===== src/rtl/vga_timing_pkg.sv =====
// Shared 640x480@60 VGA timing constants, monitor FSM state type and counter helpers.
// Used by the sync monitor and the VGA generator.
package vga_timing_pkg;

    localparam int unsigned H_TOTAL      = 800;
    localparam int unsigned V_TOTAL      = 521;
    localparam int unsigned H_PULSE      = 96;
    localparam int unsigned V_PULSE      = 2;
    localparam int unsigned H_BP         = 144;
    localparam int unsigned H_FP         = 784;
    localparam int unsigned V_BP         = 31;
    localparam int unsigned V_FP         = 511;
    localparam int unsigned LOCK_DEFAULT = 2;

    localparam logic [9:0] CNT_MAX = 10'd1023;

    typedef enum logic [1:0] {
        SEARCH,
        ACQUIRE,
        LOCKED
    } mon_state_e;

    function automatic logic [9:0] sat_inc(input logic [9:0] val);
        return (val == CNT_MAX) ? val : val + 10'd1;
    endfunction

endpackage


===== src/rtl/vga_sync_edge.sv =====
// Sync input register with falling/rising-edge detect and low-width measurement.
// Low width is counted in i_tick units: clocks for hsync, lines for vsync.
module vga_sync_edge
    import vga_timing_pkg::*;
(
    input  logic       i_clk,
    input  logic       i_rst_n,
    input  logic       i_sync,
    input  logic       i_tick,
    output logic       o_fall,
    output logic       o_rise,
    output logic [9:0] o_low_cnt
);

    logic       sync_q, sync_d;
    logic       prev_q, prev_d;
    logic [9:0] low_cnt_q, low_cnt_d;

    always_comb begin
        sync_d    = i_sync;
        prev_d    = sync_q;
        o_fall    = prev_q & ~sync_q;
        o_rise    = ~prev_q & sync_q;
        low_cnt_d = low_cnt_q;
        // The fall sample is the first low tick of the pulse.
        if (o_fall) begin
            low_cnt_d = 10'd1;
        end else if (!sync_q && i_tick) begin
            low_cnt_d = sat_inc(low_cnt_q);
        end
    end

    always_ff @(posedge i_clk or negedge i_rst_n) begin
        if (!i_rst_n) begin
            sync_q    <= 1'b1;
            prev_q    <= 1'b1;
            low_cnt_q <= '0;
        end else begin
            sync_q    <= sync_d;
            prev_q    <= prev_d;
            low_cnt_q <= low_cnt_d;
        end
    end

    assign o_low_cnt = low_cnt_q;

endmodule


===== src/rtl/vga_sync_monitor.sv =====
// VGA sync monitor: recovers x/y/de from hsync/vsync, checks timing and locks after clean frames.
// Optional per-frame pixel checksum when VGA_MON_CHECKSUM_EN is defined.
module vga_sync_monitor
    import vga_timing_pkg::*;
#(
    parameter int unsigned HPIXELS     = H_TOTAL,
    parameter int unsigned VLINES      = V_TOTAL,
    parameter int unsigned HPULSE      = H_PULSE,
    parameter int unsigned VPULSE      = V_PULSE,
    parameter int unsigned HBP         = H_BP,
    parameter int unsigned HFP         = H_FP,
    parameter int unsigned VBP         = V_BP,
    parameter int unsigned VFP         = V_FP,
    parameter int unsigned LOCK_FRAMES = LOCK_DEFAULT
) (
    input  logic        i_pixclk,
    input  logic        i_rst_n,
    input  logic        i_hsync,
    input  logic        i_vsync,
    input  logic [2:0]  i_red,
    input  logic [2:0]  i_green,
    input  logic [1:0]  i_blue,
    output logic [9:0]  o_x,
    output logic [9:0]  o_y,
    output logic        o_de,
    output logic [7:0]  o_pixel,
    output logic        o_locked,
    output logic        o_frame_start,
    output logic        o_err_h,
    output logic        o_err_v,
    output logic [7:0]  o_err_count,
    output logic [15:0] o_frame_sum
);

    localparam logic [9:0] H_LAST   = 10'(HPIXELS - 1);
    localparam logic [9:0] V_LAST   = 10'(VLINES - 1);
    localparam logic [9:0] H_PW     = 10'(HPULSE);
    localparam logic [9:0] V_PW     = 10'(VPULSE);
    localparam logic [9:0] X_LO     = 10'(HBP);
    localparam logic [9:0] X_HI     = 10'(HFP);
    localparam logic [9:0] Y_LO     = 10'(VBP);
    localparam logic [9:0] Y_HI     = 10'(VFP);
    localparam logic [7:0] LOCK_LAST = 8'(LOCK_FRAMES - 1);

    logic       hs_fall, hs_rise, vs_fall, vs_rise;
    logic [9:0] hs_low_cnt, vs_low_cnt;

    vga_sync_edge u_hs_edge (
        .i_clk     (i_pixclk),
        .i_rst_n   (i_rst_n),
        .i_sync    (i_hsync),
        .i_tick    (1'b1),
        .o_fall    (hs_fall),
        .o_rise    (hs_rise),
        .o_low_cnt (hs_low_cnt)
    );

    vga_sync_edge u_vs_edge (
        .i_clk     (i_pixclk),
        .i_rst_n   (i_rst_n),
        .i_sync    (i_vsync),
        .i_tick    (hs_fall),
        .o_fall    (vs_fall),
        .o_rise    (vs_rise),
        .o_low_cnt (vs_low_cnt)
    );

    mon_state_e state_q, state_d;
    logic [9:0] h_cnt_q, h_cnt_d;
    logic [9:0] v_cnt_q, v_cnt_d;
    logic [7:0] rgb_q, rgb_d;
    logic [7:0] pix_q, pix_d;
    logic [7:0] good_q, good_d;
    logic       frame_err_q, frame_err_d;
    logic [7:0] err_count_q, err_count_d;

    logic active;
    logic h_err_raw, v_err_raw, err_any;

    // Position counters and pixel pipeline: pix_q lines up with h_cnt_q/v_cnt_q.
    always_comb begin
        rgb_d   = {i_red, i_green, i_blue};
        pix_d   = rgb_q;
        h_cnt_d = hs_fall ? 10'd0 : sat_inc(h_cnt_q);
        v_cnt_d = v_cnt_q;
        if (hs_fall) begin
            v_cnt_d = vs_fall ? 10'd0 : sat_inc(v_cnt_q);
        end
    end

    // Timing checks; the timeout fires once, on the step into saturation.
    always_comb begin
        active    = (state_q != SEARCH);
        h_err_raw = (hs_fall && (h_cnt_q != H_LAST))
                  || (hs_rise && (hs_low_cnt != H_PW))
                  || (!hs_fall && (h_cnt_q == CNT_MAX - 10'd1));
        v_err_raw = (vs_fall && ((v_cnt_q != V_LAST) || !hs_fall))
                  || (vs_rise && (vs_low_cnt != V_PW));
        o_err_h       = active & h_err_raw;
        o_err_v       = active & v_err_raw;
        o_frame_start = active & vs_fall;
        err_any       = o_err_h | o_err_v;
    end

    always_comb begin
        state_d     = state_q;
        good_d      = good_q;
        frame_err_d = frame_err_q;
        err_count_d = err_count_q;
        if (err_any && (err_count_q != 8'hFF)) begin
            err_count_d = err_count_q + 8'd1;
        end
        unique case (state_q)
            SEARCH: begin
                if (vs_fall) begin
                    state_d     = ACQUIRE;
                    good_d      = '0;
                    frame_err_d = 1'b0;
                end
            end
            ACQUIRE: begin
                if (vs_fall) begin
                    frame_err_d = 1'b0;
                    // An error on the boundary clock beats the lock.
                    if (err_any || frame_err_q) begin
                        good_d = '0;
                    end else if (good_q >= LOCK_LAST) begin
                        state_d = LOCKED;
                        good_d  = '0;
                    end else begin
                        good_d = good_q + 8'd1;
                    end
                end else if (err_any) begin
                    good_d      = '0;
                    frame_err_d = 1'b1;
                end
            end
            LOCKED: begin
                if (err_any) begin
                    state_d = SEARCH;
                end
            end
            default: state_d = SEARCH;
        endcase
    end

    always_ff @(posedge i_pixclk or negedge i_rst_n) begin
        if (!i_rst_n) begin
            state_q     <= SEARCH;
            h_cnt_q     <= '0;
            v_cnt_q     <= '0;
            rgb_q       <= '0;
            pix_q       <= '0;
            good_q      <= '0;
            frame_err_q <= 1'b0;
            err_count_q <= '0;
        end else begin
            state_q     <= state_d;
            h_cnt_q     <= h_cnt_d;
            v_cnt_q     <= v_cnt_d;
            rgb_q       <= rgb_d;
            pix_q       <= pix_d;
            good_q      <= good_d;
            frame_err_q <= frame_err_d;
            err_count_q <= err_count_d;
        end
    end

    always_comb begin
        o_x         = h_cnt_q;
        o_y         = v_cnt_q;
        o_locked    = (state_q == LOCKED);
        o_err_count = err_count_q;
        o_de        = o_locked && (h_cnt_q >= X_LO) && (h_cnt_q < X_HI)
                      && (v_cnt_q >= Y_LO) && (v_cnt_q < Y_HI);
        o_pixel     = o_de ? pix_q : 8'h00;
    end

`ifdef VGA_MON_CHECKSUM_EN
    logic [15:0] acc_q, acc_d;
    logic [15:0] sum_q, sum_d;

    always_comb begin
        acc_d = acc_q;
        sum_d = sum_q;
        if (vs_fall) begin
            sum_d = acc_q;
            acc_d = '0;
        end else if (o_de) begin
            acc_d = acc_q + {8'h00, o_pixel};
        end
    end

    always_ff @(posedge i_pixclk or negedge i_rst_n) begin
        if (!i_rst_n) begin
            acc_q <= '0;
            sum_q <= '0;
        end else begin
            acc_q <= acc_d;
            sum_q <= sum_d;
        end
    end

    assign o_frame_sum = sum_q;
`else
    assign o_frame_sum = 16'h0000;
`endif

endmodule

===== config.mk =====
export PLATFORM = sky130hd
export DESIGN_NAME = vga_sync_monitor
export DESIGN_NICKNAME = d
export VERILOG_FILES = /design/src/rtl/vga_timing_pkg.sv /design/src/rtl/vga_sync_edge.sv /design/src/rtl/vga_sync_monitor.sv
export SDC_FILE = /design/constraint.sdc
export NUM_CORES = 1
export LEC_CHECK = 0
export BUFFER_PORTS_ARGS = -buffer_cell sky130_fd_sc_hd__buf_2
export CAP_MARGIN = 20
export CORE_UTILIZATION = 40
export DETAILED_ROUTE_END_ITERATION = 8
export PLACE_DENSITY = 0.67
export REMOVE_ABC_BUFFERS = 1
export SLEW_MARGIN = 20
export SYNTH_ARGS = -nofsm -noshare
export SYNTH_HDL_FRONTEND = slang
export SYNTH_SLANG_ARGS = --single-unit

===== constraint.sdc =====
create_clock -name i_pixclk -period 2.6 [get_ports i_pixclk]
set_clock_uncertainty 0.1 [all_clocks]
set_input_delay 0.26 -clock i_pixclk [delete_from_list [all_inputs] [get_ports i_pixclk]]
set_output_delay 0.26 -clock i_pixclk [all_outputs]
set_load 0.02 [all_outputs]

==> results of run 1 <==
synth_stat cells (12+ instances only):
cell type	count
a21oi_1	15
buf_4	16
dfrtp_1	75
ha_1	13
inv_1	13
nand2_1	26
nand3_1	17
nand4_1	15
nor2_1	51
o21ai_0	12
xnor2_1	14
xor2_1	17
flip-flops by register name (all words and copies together), names as in the netlist:
signal and flops:
u_hs_edge.prev_q 1, state_q 2, good_q 8, u_vs_edge.o_low_cnt 10, pix_d 8, o_x 10, o_err_count 8, o_y 10
u_vs_edge.prev_q 1, u_vs_edge.prev_d 1, pix_q 8, u_hs_edge.prev_d 1, u_hs_edge.o_low_cnt 10, frame_err_q 1
kinds of logic after synthesis:
group                      Yosys count  synth area share, %
and+or+nand+nor                    172                22.79
adders and majority gates           13                4.202
DFF                                 79                51.20
other                                1              0.09687
muxes                                2               0.5817
AOI/OAI and AO/OA                   51                8.694
xor gates and xnor gates            31                7.014
buffers and inverters               39                5.430
final cells by class:
cell class              count  area [um^2]
clock inverters             7        56.30
fillers                   892         4703
clock buffers               9        123.9
multi-input cells         285         1753
repair buffers             79        496.7
inverters                  13        48.80
flip-flops and latches     79         1984
well taps                 129        161.4
how the worst min path moves through the flow:
| stage | slack, ps | endpoint | start | cells past startpoint |
|---|---|---|---|---|
| 2_1_floorplan | -140 | frame_err_q | i_rst_n | 0 |
| 3_3_place_gp | 230 | pix_q[5] | pix_d[5] | 0 |
| 3_5_place_dp | 230 | pix_q[0] | pix_d[0] | 0 |
| 4_1_cts | 250 | pix_q[6] | pix_d[6] | 0 |
| 5_1_grt | 250 | pix_q[6] | pix_d[6] | 0 |
| 6_report | 250 | pix_q[6] | pix_d[6] | 0 |
stage by stage:
step / setup WS, ps / instance area (um^2)
after CTS: 6.448 / 4602
after global routing: -12.47 / 4624
after detailed placement: 255.5 / 4310
after global placement: 300.9 / 4310
after floorplan: -195.7 / 3766
final: 109.3 / 4624
what timing repair did:
item,in CTS,in global routing
endpoints found under the setup margin,8,10
buffers inserted,0,0
gates resized for setup,1,5
hold buffers,11,0
hold endpoints to repair,64,0
pin swaps,0,0
per-layer routing:
layer / track usage, % / share of wire, %
met1: 22.02 / 47
met2: 26.82 / 49
met3: 4.735 / 3.2
met4: 6.243 / 1.4
met5: 0 / 0
worst reg2reg max path, stage by stage (launching register included):
cell     delay (ps)
dfrtp_1         440
or4_1           500
or4_1           410
nand2_1         100
nand4_1         200
nand2_1         170
mux2_2          340
power by group:
part	switching [mW]	internal [mW]	total, mW
clock	0.487	0.356	0.843
sequential	0.188	1.39	1.57
combinational	0.510	0.355	0.865
total	1.19	2.10	3.28
cell usage in the layout, fill, tap and decap left out, types with 2 or more instances in the layout:
cell type / count
a211oi_1: 2
a21oi_1: 14
a31oi_1: 9
a41oi_1: 4
and2_1: 10
and3_1: 10
and4_1: 2
buf_2: 51
buf_4: 16
clkbuf_8: 9
clkinv_4: 3
conb_1: 16
dfrtp_1: 73
dfrtp_2: 2
dfstp_2: 4
dlygate4sd3_1: 11
ha_1: 13
inv_1: 13
inv_6: 2
mux2_2: 2
nand2_1: 26
nand2b_1: 4
nand3_1: 17
nand3b_1: 3
nand4_1: 15
nor2_1: 51
nor2b_1: 6
nor3_1: 10
nor3b_1: 3
nor4_1: 3
nor4b_1: 3
o21ai_0: 12
o41ai_1: 2
or3_1: 3
or4_1: 3
xnor2_1: 14
xor2_1: 17
==> impl_results.md, run 1 <==
* Vias per cell at 4.982
* TritonCTS Sinks at 79
* P per Cell Area at 709.7 nW/um^2
* Die ar. at 10080 um^2
* Outcome: finished, final reports clean
* Gr ovfl total at 0
* Num CTS Buffers at 9
* Clock Latency Late Sink at 360 ps
* HPWL Detailed at 5.503 mm
* FF-to-FF End: o_err_count[1]
* Synth Warn # at 0
* R2R depth at 6
* Area delta synth->final at 19.46%
* Utilization after layout at 49.58%
* Family with the most delay on the worst path: simple AND/OR/NAND/NOR gates
* Slowest stage delay, CP at 560 ps
* Initial Util at 41.50%
* Synth Register Bits at 79
* Die Wd at 100.4 um
* Core ar. at 9328 um^2
* Startpoint types: flip-flop
* Tmin final at 2491 ps
* R2R setup slack at 250 ps
* Placed Cells at 574
* Max Clock Freq at 0.4015 GHz
* Synth area leader: dfrtp_1
* Io pins at 69
* # port buffers at 52
* Count of max-cap constraint violations at 0
* Drt wl/cell at 13.12 um
* Worst Setup EP: o_pixel[1]
* Deepest clock path buffer count at 2
* Worst path arrival time at 2130 ps
* CP endpoint kind: output port
* Antenna violations before repair at 0
* Largest cells by area after synthesis: dfrtp_1, nor2_1, ha_1
* Die Ht at 100.4 um
* First-pass GRT wire length at 13.24 mm
* CTS clock-pin slew for the worst setup and hold paths at 90 ps
* CP required at 2240 ps
* Slew HR at 52.99%
* Crit path depth at 5
* CTS root buf: clkbuf_8
* EDFF count, synth at 0
* ANT nets after route at 0
* Total routed wirelength at 7.887 mm
* Rows at 35
* Share of cells above drive strength 1 at 20.55%
* Inserted Diodes at 0
* Netlist cell types at 42
* Hold Crit Class: flip-flop to flip-flop
* RR Startpoint: o_y[7]
* Gate Count Post-Synth at 388
* Setup crit start: o_x[5]
* Total Power at 3.282 mW
* Vias in the first global route at 2867
* Worst-path fanout max at 9
* Setup violators final at 0
* Worst Setup Path Type: flip-flop to output port
* Ordered list of cells on the worst path: or4_1 -> a21oi_2 -> and4_4 -> and2_1 -> buf_2
* Drt first pass iters at 4
* Pins over their slew limit at 0
* Post-synth top flop: dfrtp_1
* Area of the mapped netlist at 3871 um^2
* Final cell count without fillers at 601
* Buffers and inverters on the worst path at 1
* Nets at 492
* Asr flop ratio synth at 100.0%
* Fin Setup TNS at 0 ps
* Fin Hold WS at 250.1 ps
* Vias at 2994
* VDD IR-drop max at 0.0003711 V
* Leak Pwr at 2.171 nW
* Slowest cell on crit path: or4_1
* Routability Congestion at 0.8145
* Largest net degree at the start of global routing at 80
* GRT Util Overall at 16.87%
* Synth top area share at 48.48%
* Seq/Total Area, Yosys at 51.20%
* Worst-Margin Slew at 705.1 ps
* Post-Syn Area per Cell at 9.977 um^2
* Final Hold Viols at 0
* CTS tree: yes
* Initial DRC count at 135
* Fin crit share at 95.80%
* Htree depth at 3
* DRC viols at 0
Power figures use the tool's default switching activity.
==> inputs of run 2 (changes only) <==
--- a/config.mk
+++ b/config.mk
@@ -5,11 +5,11 @@
 export SDC_FILE = /design/constraint.sdc
 export NUM_CORES = 1
 export LEC_CHECK = 0
-export BUFFER_PORTS_ARGS = -buffer_cell sky130_fd_sc_hd__buf_2
 export CAP_MARGIN = 20
 export CORE_UTILIZATION = 40
 export DETAILED_ROUTE_END_ITERATION = 8
-export PLACE_DENSITY = 0.67
+export DONT_BUFFER_PORTS = 1
+export PLACE_DENSITY = 0.61
 export REMOVE_ABC_BUFFERS = 1
 export SLEW_MARGIN = 20
 export SYNTH_ARGS = -nofsm -noshare
==> run 2 against run 1 <==
Effect of this change: worst setup slack gained 27 ps; final area shrank 2.2%; fmax grew 1.1%; total power grew 2.4%; first-iteration DRC count grew 2.2%; worst hold slack lost 10 ps; register-to-register slack gained 50 ps; global-route usage is essentially flat; core utilization shrank 1.1 points.
==> impl_results.md, run 2 (synthesized netlist as in run 1, its figures left out) <==
* Pins over their slew limit at 0 (unchanged)
* Vias per cell at 5.154 (+3.5%)
* Utilization after layout at 48.48% (-1.1 points)
* Most frequent cells in the layout: dfrtp_1, nor2_1, buf_4
* Io pins at 69 (unchanged)
* DRC viols at 0 (unchanged)
* Placed Cells at 538 (-6.3%)
* GRT Util Overall at 16.84% (-0.028 points)
* Layout fillers at 847 (-5.0%)
* Area delta synth->final at 16.81%
* P per Cell Area at 743.3 nW/um^2 (+4.7%)
* Antenna violations before repair at 0 (unchanged)
* Die Wd at 100.4 um (unchanged)
* CTS clock-pin slew for the worst setup and hold paths at 100 ps (about the same)
* Fin crit share at 94.76% (-1.0 points)
* Buffer count from post-CTS setup fixing at 0 (unchanged)
* Die ar. at 10080 um^2 (unchanged)
* Vias in the first global route at 2762 (-3.7%)
* Deepest clock path buffer count at 2 (unchanged)
* ANT nets after route at 0 (unchanged)
* Worst-path fanout max at 9 (unchanged)
* TritonCTS Sinks at 79 (unchanged)
* Num CTS Buffers at 9 (unchanged)
* RSZ-0062 raised after global routing: no
* Slowest cell on crit path: or4_1
* Nets at 457 (-7.1%)
* Drt first pass iters at 4 (unchanged)
* Max Clock Freq at 0.4059 GHz (+1.1%)
* Final cell count without fillers at 566 (-5.8%)
* Share of cells above drive strength 1 at 15.10% (-5.4 points)
* Die Ht at 100.4 um (unchanged)
* Inserted Diodes at 0 (unchanged)
* Worst path arrival time at 2100 ps (-30 ps)
* Rows at 35 (unchanged)
* Hold Crit Class: flip-flop to flip-flop
* HPWL Detailed at 5.480 mm (-0.42%)
* Total routed wirelength at 7.914 mm (+0.34%)
* Buffers and inverters on the worst path at 1 (unchanged)
* Outcome: finished, final reports clean
* Slowest stage delay, CP at 400 ps (-160 ps)
* Family with the most delay on the worst path: simple AND/OR/NAND/NOR gates
* Largest net degree at the start of global routing at 80 (unchanged)
* VDD IR-drop max at 0.0003738 V (+0.72%)
* Startpoint types: flip-flop
* Clock Latency Late Sink at 360 ps (about the same)
* Routability Congestion at 0.8130 (-0.18%)
* CP endpoint kind: output port
* CTS tree: yes
* Leak Pwr at 2.028 nW (-6.6%)
* Slew HR at 57.60% (+4.6 points)
* Tmin final at 2464 ps (-26.92 ps)
* Htree depth at 3 (unchanged)
* Core ar. at 9328 um^2 (unchanged)
* Final Hold Viols at 0 (unchanged)
* Setup violators final at 0 (unchanged)
* Gr ovfl total at 0 (unchanged)
* Vias at 2917 (-2.6%)
* Drt wl/cell at 13.98 um (+6.5%)
* Ordered list of cells on the worst path: buf_4 -> or4_1 -> a21oi_1 -> and4_4 -> and2_1
* # port buffers at 0 (-100%)
* Worst Setup Path Type: flip-flop to output port
* CP required at 2240 ps (about the same)
* Count of max-cap constraint violations at 0 (unchanged)
* Worst-Margin Slew at 627.9 ps (-77.26 ps)
* Initial DRC count at 138 (+2.2%)
* Initial Util at 41.50% (unchanged)
* CTS root buf: clkbuf_8
* Leading cell type in the layout, fill and taps excluded: dfrtp_1
* First-pass GRT wire length at 13.23 mm (about the same)
[run 2: where the power goes]
part	internal, mW	switching (mW)
Clock	0.455	0.495
Sequential	1.38	0.252
Combinational	0.332	0.443
Total	2.17	1.19
[run 2: final cells by class]
class / count / area, um^2 / share of cell area, %
clock inverter: 7 / 81.33 / 1.799
inverter: 13 / 48.80 / 1.079
multi-input combinational: 285 / 1747 / 38.63
timing repair buffer: 44 / 377.9 / 8.356
clock buffer: 9 / 123.9 / 2.739
sequential: 79 / 1982 / 43.83
tap: 129 / 161.4 / 3.569
[run 2: path summary, 6_finish.rpt]
kind / start / to / slack [ps] / depth (start not counted)
worst max-delay path: o_x[7] / o_pixel[4] / 140 / 5
worst min-delay path: pix_d[4] / pix_q[4] / 240 / 0
worst max register to register: o_y[5] / o_err_count[1] / 300 / 6
worst min register to register: pix_d[4] / pix_q[4] / 240 / 0
max in group asynchronous: i_rst_n / u_hs_edge.prev_q / 1710 / 2
min in group asynchronous: i_rst_n / o_y[6] / 360 / 2
[run 2: stage by stage]
step / hold WS [ps] / cell area (um^2) / total power, mW / setup TNS (ps) / worst slack [ps]
detailed placement: -131.7 / 4168 / 2.397 / 0 / 331.8
global placement: -132.3 / 4168 / 2.375 / 0 / 340.4
finish: 240.0 / 4522 / 3.361 / 0 / 136.2
floorplan: -135.6 / 3766 / 2.130 / -940.6 / -195.7
CTS: 245.5 / 4511 / 3.392 / 0 / 14.52
global route: 244.7 / 4522 / 3.568 / 0 / 36.87
[run 2: worst reg2reg max path, delay by kind of cell (launching register included)]
| family | cells | cell delay, ps |
|---|---|---|
| flops | 1 | 380 |
| mux | 1 | 340 |
| simple gates | 5 | 1380 |
[run 2: what timing repair did]
| action | CTS | global route |
|---|---|---|
| hold buffers | 12 | 0 |
| endpoints found under the hold margin | 89 | 0 |
| resized for setup | 0 | 9 |
| endpoints found under the setup margin | 0 | 9 |
[run 2: routing by layer]
metal | GRT usage, % | vias to the layer above | share of wire [%]
li1 | - | 1405 | -
met1 | 22.16 | 1443 | 44
met2 | 26.61 | 59 | 49
met3 | 5.223 | 10 | 5.1
met4 | 5.351 | 0 | 1.5
met5 | 0 | - | 0
==> inputs of run 3 (changes only) <==
--- a/config.mk
+++ b/config.mk
@@ -10,6 +10,7 @@
 export DETAILED_ROUTE_END_ITERATION = 8
 export DONT_BUFFER_PORTS = 1
 export PLACE_DENSITY = 0.61
+export RECOVER_POWER = 100
 export REMOVE_ABC_BUFFERS = 1
 export SLEW_MARGIN = 20
 export SYNTH_ARGS = -nofsm -noshare
==> run 3 against run 2 <==
Effect of this change: the run now ends with max-capacitance violations, max-slew violations left; final area decreased by 2.3%; register-to-register slack got worse by 70 ps; non-clock buffer count is the same; clock-buffer cell count unchanged; flip-flop and latch count stayed put; total power decreased by 1.5%; combinational power is 5.5% lower; sequential share of layout area increased by 1.0 points; largest cell class unchanged; highest routed layer unchanged.
==> impl_results.md, run 3 (synthesized netlist as in run 1, its figures left out) <==
* Fin Hold WS at 240.4 ps (+0.3730 ps)
* Worst-Margin Slew at 1696 ps (+1068 ps)
* Total routed wirelength at 7.889 mm (-0.32%)
* Share of cells above drive strength 1 at 9.153% (-5.9 points)
* Min-delay src: pix_d[4]
* Inserted Diodes at 0 (unchanged)
* Htree depth at 3 (unchanged)
* First-pass GRT wire length at 13.23 mm (unchanged)
* Layout fillers at 872 (+3.0%)
* Deepest clock path buffer count at 2 (unchanged)
* Rows at 35 (unchanged)
* Fin crit share at 94.93% (+0.17 points)
* GRT Util Overall at 16.84% (unchanged)
* Leak Pwr at 1.948 nW (-3.9%)
* Buffers and inverters on the worst path at 1 (unchanged)
* Outcome: finished with violations
* Utilization after layout at 47.38% (-1.1 points)
* Antenna violations before repair at 0 (unchanged)
* Worst Setup Path Type: flip-flop to output port
* Vias in the first global route at 2762 (unchanged)
* Setup crit start: o_x[7]
* Count of max-cap constraint violations at 1 (+1)
* RSZ-0062 raised after global routing: no
* Die Ht at 100.4 um (unchanged)
* Die ar. at 10080 um^2 (unchanged)
* Setup violators final at 0 (unchanged)
* Slowest stage delay, CP at 400 ps (about the same)
* Slew HR at -13.06% (-71 points)
* Reg area at 1982 um^2 (unchanged)
* Buffer count from post-CTS setup fixing at 0 (unchanged)
* Routability Congestion at 0.8130 (unchanged)
* Most frequent cells in the layout: dfrtp_1, nor2_1, nand2_1
* ANT nets after route at 0 (unchanged)
* Drt wl/cell at 13.94 um (-0.32%)
* Vias per cell at 5.189 (+0.69%)
* Placed Cells at 538 (unchanged)
* Core ar. at 9328 um^2 (unchanged)
* Startpoint types: flip-flop
* CTS clock-pin slew for the worst setup and hold paths at 90 ps (about the same)
* Vias at 2937 (+0.69%)
* Fin Setup TNS at 0 ps (unchanged)
* Tmin final at 2468 ps (+4.309 ps)
* Pins over their slew limit at 80 (+80)
* Die Wd at 100.4 um (unchanged)
* Hold Crit Class: flip-flop to flip-flop
* Nets at 457 (unchanged)
* Final cell count without fillers at 566 (unchanged)
* Max Clock Freq at 0.4052 GHz (-0.17%)
* VDD IR-drop max at 0.0003713 V (-0.66%)
* Failing checks: max-capacitance violations, max-slew violations
* CTS tree: yes
* Gr ovfl total at 0 (unchanged)
* Largest net degree at the start of global routing at 80 (unchanged)
* Num CTS Buffers at 9 (unchanged)
* CP required at 2240 ps (about the same)
* Clock Latency Late Sink at 360 ps (about the same)
* Initial DRC count at 117 (-15%)
* Leading cell type in the layout, fill and taps excluded: dfrtp_1
* DRC viols at 0 (unchanged)
* Worst path arrival time at 2110 ps (about the same)
* Ordered list of cells on the worst path: buf_4 -> or4_1 -> a21oi_1 -> and4_4 -> and2_1
* Slowest cell on crit path: or4_1
* P per Cell Area at 749.0 nW/um^2 (+0.77%)
* Family with the most delay on the worst path: simple AND/OR/NAND/NOR gates
* HPWL Detailed at 5.480 mm (unchanged)
* # port buffers at 0 (unchanged)
* Worst-path fanout max at 9 (unchanged)
* Final Hold Viols at 0 (unchanged)
* Area taken by multi-input logic gates at 1732 um^2 (-0.86%)
* TritonCTS Sinks at 79 (unchanged)
* RR Startpoint: u_hs_edge.prev_q
* CP endpoint kind: output port
* Initial Util at 41.50% (unchanged)
* Area delta synth->final at 14.16%
* Total Power at 3.310 mW (-1.5%)
* CTS root buf: clkbuf_8
* Drt first pass iters at 4 (unchanged)
* Io pins at 69 (unchanged)
==> run 3: cell type report <==
class                      count  share of cell area, %
timing repair buffer          44                  6.569
clock inverter                 7                  1.840
tap                          129                  3.652
multi-input combinational    285                  39.18
sequential                    79                  44.85
inverter                      13                  1.104
clock buffer                   9                  2.803
==> run 3: worst reg2reg max path, stage by stage (launching register included) <==
cell and delay [ps]:
dfstp_1 620, nor2b_1 210, clkbuf_2 390, o311a_1 280, nand4_1 200, or3_1 360, a21oi_1 140
==> run 3: layer usage <==
layer  wire (um)  GRT usage [%]  vias to the layer above
met5           0              0                        -
met4         103          5.351                        0
met3         386          5.223                        9
met2        3866          26.61                       59
met1        3532          22.16                     1461
li1            -              -                     1408
==> run 3: stage by stage <==
stage,worst slack [ps],cell area [um^2]
floorplan,-195.7,3766
global placement,340.4,4168
detailed placement,331.8,4168
CTS,14.52,4511
global route,22.02,4419
finish,131.9,4419
==> run 3: final timing paths <==
| kind | cells past startpoint | end | slack, ps |
|---|---|---|---|
| max in group asynchronous | 2 | good_q[3] | 580 |
| hold reg to reg | 0 | pix_q[4] | 240 |
| min in group asynchronous | 2 | o_y[6] | 830 |
| setup reg to reg | 6 | u_vs_edge.o_low_cnt[9] | 230 |
| setup / recovery | 5 | o_pixel[3] | 130 |
| hold / removal | 0 | pix_q[4] | 240 |
==> run 3: timing repair <==
item	4_1_cts	5_1_grt
gates resized for setup	0	9
hold buffers	12	0
endpoints found under the setup margin	0	9
endpoints found under the hold margin	89	0
==> run 3: where the power goes <==
| part | switching [mW] | internal [mW] | total (mW) |
|---|---|---|---|
| Combinational | 0.444 | 0.289 | 0.732 |
| Clock | 0.489 | 0.455 | 0.944 |
| Sequential | 0.250 | 1.38 | 1.63 |
